==> config.mk <==
export PLATFORM = sky130hd
export DESIGN_NAME = deserializer_framed
export DESIGN_NICKNAME = d
export VERILOG_FILES = /design/src/rtl/deserializer_framed.sv
export SDC_FILE = /design/constraint.sdc
export NUM_CORES = 1
export LEC_CHECK = 0
export CORE_MARGIN = 1
export CORE_UTILIZATION = 43
export DETAILED_ROUTE_END_ITERATION = 12
export HOLD_SLACK_MARGIN = 0.08
export PLACE_DENSITY = 0.64
export SYNTH_ARGS = -nofsm -noshare
export SYNTH_HDL_FRONTEND = slang
export SYNTH_SLANG_ARGS = --single-unit
==> constraint.sdc <==
create_clock -name i_clk -period 4.7 [get_ports i_clk]
set_input_delay 0.94 -clock i_clk [delete_from_list [all_inputs] [get_ports i_clk]]
set_output_delay 0.94 -clock i_clk [all_outputs]
set_load 0.05 [all_outputs]
==> src/rtl/deserializer_framed.sv <==
// Framed multi-lane serial-to-parallel converter with a valid/ready output holding register.
module deserializer_framed #(
    parameter int unsigned LENGTH    = 24,
    parameter int unsigned LANES     = 1,
    parameter bit          LSB_FIRST = 1'b1
) (
    input  logic              i_clk,
    input  logic              i_rst,
    input  logic              i_en,
    input  logic              i_din_valid,
    input  logic [LANES-1:0]  iv_din,
    input  logic              i_din_last,
    output logic [LENGTH-1:0] ov_dout,
    output logic              o_dout_valid,
    input  logic              i_dout_ready,
    output logic              o_frame_err,
    output logic              o_overflow
);

    localparam int unsigned BEATS = LENGTH / LANES;
    localparam int unsigned CNT_W = (BEATS > 1) ? $clog2(BEATS) : 1;
    localparam logic [CNT_W-1:0] LAST_BEAT = CNT_W'(BEATS - 1);

    // Reject configurations where the word cannot be split into whole beats.
    generate
        if (LANES == 0 || LANES > LENGTH || (LENGTH % LANES) != 0) begin : g_bad_cfg
            $error("deserializer_framed: LENGTH must be a non-zero multiple of LANES");
        end
    endgenerate

    logic [CNT_W-1:0]  cnt_q, cnt_d;
    logic [LENGTH-1:0] shift_q, shift_d;
    logic [LENGTH-1:0] dout_q, dout_d;
    logic              dout_valid_q, dout_valid_d;
    logic              frame_err_q, frame_err_d;
    logic              overflow_q, overflow_d;
    logic [LENGTH-1:0] word_c;
    logic              accept_c;
    logic              at_last_c;

    // Word as it would look after absorbing the current beat; after BEATS beats
    // every stale bit has been shifted out, so no clearing between words is needed.
    generate
        if (BEATS == 1) begin : g_single
            assign word_c = iv_din;
        end else if (LSB_FIRST) begin : g_lsb
            assign word_c = {iv_din, shift_q[LENGTH-1:LANES]};
        end else begin : g_msb
            assign word_c = {shift_q[LENGTH-LANES-1:0], iv_din};
        end
    endgenerate

    assign accept_c  = i_en && i_din_valid;
    assign at_last_c = (cnt_q == LAST_BEAT);

    // Beat counting, framing checks and output holding-register control.
    always_comb begin
        cnt_d        = cnt_q;
        shift_d      = shift_q;
        dout_d       = dout_q;
        dout_valid_d = dout_valid_q;
        frame_err_d  = 1'b0;
        overflow_d   = 1'b0;

        if (dout_valid_q && i_dout_ready) begin
            dout_valid_d = 1'b0;
        end

        if (accept_c) begin
            shift_d = word_c;
            if (at_last_c) begin
                cnt_d = '0;
                if (i_din_last) begin
                    if (!dout_valid_q || i_dout_ready) begin
                        dout_d       = word_c;
                        dout_valid_d = 1'b1;
                    end else begin
                        overflow_d = 1'b1;
                    end
                end else begin
                    frame_err_d = 1'b1;
                    shift_d     = '0;
                end
            end else if (i_din_last) begin
                cnt_d       = '0;
                frame_err_d = 1'b1;
                shift_d     = '0;
            end else begin
                cnt_d = cnt_q + CNT_W'(1);
            end
        end
    end

    // State registers with synchronous reset.
    always_ff @(posedge i_clk) begin
        if (i_rst) begin
            cnt_q        <= '0;
            shift_q      <= '0;
            dout_q       <= '0;
            dout_valid_q <= 1'b0;
            frame_err_q  <= 1'b0;
            overflow_q   <= 1'b0;
        end else begin
            cnt_q        <= cnt_d;
            shift_q      <= shift_d;
            dout_q       <= dout_d;
            dout_valid_q <= dout_valid_d;
            frame_err_q  <= frame_err_d;
            overflow_q   <= overflow_d;
        end
    end

    assign ov_dout      = dout_q;
    assign o_dout_valid = dout_valid_q;
    assign o_frame_err  = frame_err_q;
    assign o_overflow   = overflow_q;

endmodule

==> flow_metrics.tcl <==
set metrics [dict create \
    outcome "finished clean" \
    power_mw 0.780 \
    synthXorXnorAreaFrac 0.00723 \
    switching_share 0.209 \
    crit_path_cell_trace "clkdlybuf4s50_1 -> buf_4 -> nand2b_1 -> or2_2 -> o22ai_1" \
    dpl_cell_area_sq_um 2580 \
    synthAdderAreaFrac 0.00556 \
    drive_gt1_frac 0.145 \
    synth_top_area_frac 0.489 \
    postLayoutSetupSlackWorst_ps 2030 \
    reg2reg_to "shift_q[21]$_SDFFE_PP0P_" \
    syn-mean-instance-area_sq_um 10.1 \
    power_density_nw_per_um2 291 \
    combPwrFrac 0.045 \
    syn-num-nets 231 \
    crit_fanout 39 \
    tritoncts "yes" \
    relSlewSlack 0.255 \
    io_buffer_count 33 \
    cts_resized 0 \
    grt_max_degree 40 \
    power_frac_seq 0.599 \
    hold_buffers 0 \
    dp_hpwl_um 2410 \
    gp_congestion 0.710 \
    die_x_um 74.4 \
    synth_simple_gate_area_frac 0.255 \
    postLayoutCellArea_sq_um 2680 \
    yosys_warnings 0 \
    drt_first_pass_iters 4 \
    synth_enable_flop_cells 0 \
    seq_area_frac_synth 0.489 \
    synth_mux_area_frac 0.112 \
    grt_antenna_before_repair 0 \
    fin_util 0.549 \
    nNetsFinal 256 \
    grt_usage 0.156 \
    async_reset_ff_frac 0 \
    fin_setup_tns_ps 0 \
    clk_latency_ps 300 \
    finalHoldViolCount 0 \
    p_clk_frac 0.356 \
    synth_area_sq_um 2250 \
    ir_worst_vdd_mv 0.162 \
    syn_inst 223 \
    die_y_um 74.4 \
    min_path_type "flip-flop to flip-flop" \
    r2r_cells 4 \
    ys_seq_elements 55 \
    cts_setup_buffers 0 \
    rsz0062_at_grt "no" \
    cap_violations 0 \
    skew_ps 6.58 \
    first_iter_violations 99 \
    yosysTopAreaCell "dfxtp_1" \
    worstMarginPinSlew_ps 1110 \
    slowest_delay_ps 890 \
    intPower_mw 0.617 \
    diodes 0 \
    synth_compound_area_frac 0.0867 \
    cts.clk_slew.worst_paths_ps 90 \
    grt_pass1_vias 1415 \
    fillers 471 \
    yosysMostFrequentCell "dfxtp_1" \
    grt_overflow 0 \
    synthTopCellsByArea "dfxtp_1 49%, nand2b_1 14%, mux2i_1 11%" \
    fp.coreArea_sq_um 4880 \
    vias_per_cell 5.02 \
    r2r_start "cnt_q[0]$_SDFFE_PP0P_" \
    drc_errors 0 \
    synth_top_flop_cell "dfxtp_1" \
    synth_top_family_by_area "simple AND/OR/NAND/NOR gates" \
    clock_sinks 55 \
    crit_end "shift_q[19]$_SDFFE_PP0P_" \
    worstSetupPathType "input pin to flip-flop" \
    power_leakage_nw 0.906 \
    maxSlewViolCount 0 \
    crit_start "i_rst" \
    fin_worst_hold_slack_ps 471 \
    r2r_slack_ps 2530 \
    crit_slowest_cell "clkdlybuf4s50_1" \
    finalCriticalPeriod_ps 2670 \
    fp.dieArea_sq_um 5530 \
    initial_core_util 0.461 \
    grt_pass1_wl_um 6560 \
    clock_path_buffers 2 \
    worstPathRequired_ps 4930 \
    route.vias.total 1586 \
    routedWlPerCell_um 12.1 \
    rows 25 \
    endpoint_kind "flip-flop" \
    place_inst 308 \
    io-pin-count 34 \
    fin_crit_sh 0.569 \
    fmax_mhz 374 \
    pre_cts_ws_ps 1670 \
    area_delta_synth_final_pct 19.1 \
    switchingPower_mw 0.163 \
    setup_viol 0 \
    finalNonFillerCells 316 \
    arrival_ps 2900 \
    startpoint_type "input pin" \
    cts_made_buffers 5 \
    ys_top_cells_by_count "55 x dfxtp_1, 49 x nand2b_1, 24 x mux2i_1" \
    h-tree-depth 2 \
    root_buffer "clkbuf_8" \
    ant_nets 0 \
    yosysUniqueCellTypes 30 \
    drt-total-wl_um 3820 \
]
[power groups by stage]
stage	sequential [mW]	combinational (mW)	clock, mW
6_report	0.467	0.0349	0.278
5_1_grt	0.468	0.0385	0.309
4_1_cts	0.467	0.0354	0.289
3_5_place_dp	0.478	0.0355	0
3_3_place_gp	0.478	0.0356	0
2_1_floorplan	0.479	0.0245	0
[layer usage]
layer	vias to the layer above	GRT usage	share of wire
li1	818	-	-
met1	738	0.208	0.51
met2	26	0.249	0.45
met3	4	0.0407	0.031
met4	0	0.0440	0.0089
met5	-	0	0
[cells in the final DEF, fill, tap and decap left out, drive strengths merged, types with 2 or more instances in the layout]
cell           instances
mux2i                 24
clkdlybuf4s50         33
nand2                  2
dfxtp                 55
or2                   23
o21ai                  3
buf                    2
nand3                  3
clkbuf                 8
nand4b                 2
nand2b                49
nor2                   2
a21oi                  6
o22ai                 23
[kinds of logic after synthesis]
kind of cell               Yosys count
buffers and inverters               17
AOI/OAI and AO/OA                   33
and+or+nand+nor                     91
DFF                                 55
muxes                               25
adders and majority gates            1
xor gates and xnor gates             1
[cell type report]
| class | instances | area [sq um] | area share |
|---|---|---|---|
| clock buffers | 8 | 100 | 0.0373 |
| multi-input cells | 151 | 1050 | 0.392 |
| flip-flops and latches | 55 | 1100 | 0.411 |
| well taps | 67 | 83.8 | 0.0313 |
| repair buffers | 35 | 345 | 0.129 |
[worst min path at each step]
stage | startpoint | to | slack, ps | cells past startpoint
5_1_grt | ov_dout[7]$_SDFFE_PP0P_ | ov_dout[7]$_SDFFE_PP0P_ | 490 | 2
3_3_place_gp | ov_dout[4]$_SDFFE_PP0P_ | ov_dout[4]$_SDFFE_PP0P_ | 460 | 2
3_5_place_dp | ov_dout[10]$_SDFFE_PP0P_ | ov_dout[10]$_SDFFE_PP0P_ | 460 | 2
6_report | ov_dout[8]$_SDFFE_PP0P_ | ov_dout[8]$_SDFFE_PP0P_ | 470 | 2
2_1_floorplan | shift_q[1]$_SDFFE_PP0P_ | ov_dout[0]$_SDFFE_PP0P_ | 460 | 2
4_1_cts | ov_dout[6]$_SDFFE_PP0P_ | ov_dout[6]$_SDFFE_PP0P_ | 480 | 2
[registers in the layout (all words and copies together), names as in the netlist]
signal        count
o_frame_err       1
shift_q          23
o_overflow        1
o_dout_valid      1
cnt_q             5
ov_dout          24
[worst max-delay path: cells and delay by family]
kind                   cells  cell delay, ps
AO/OA/AOI/OAI              1             150
buffers and inverters      2            1330
AND/OR/NAND/NOR            2             470
No activity file was read; power rests on OpenSTA's default activity.
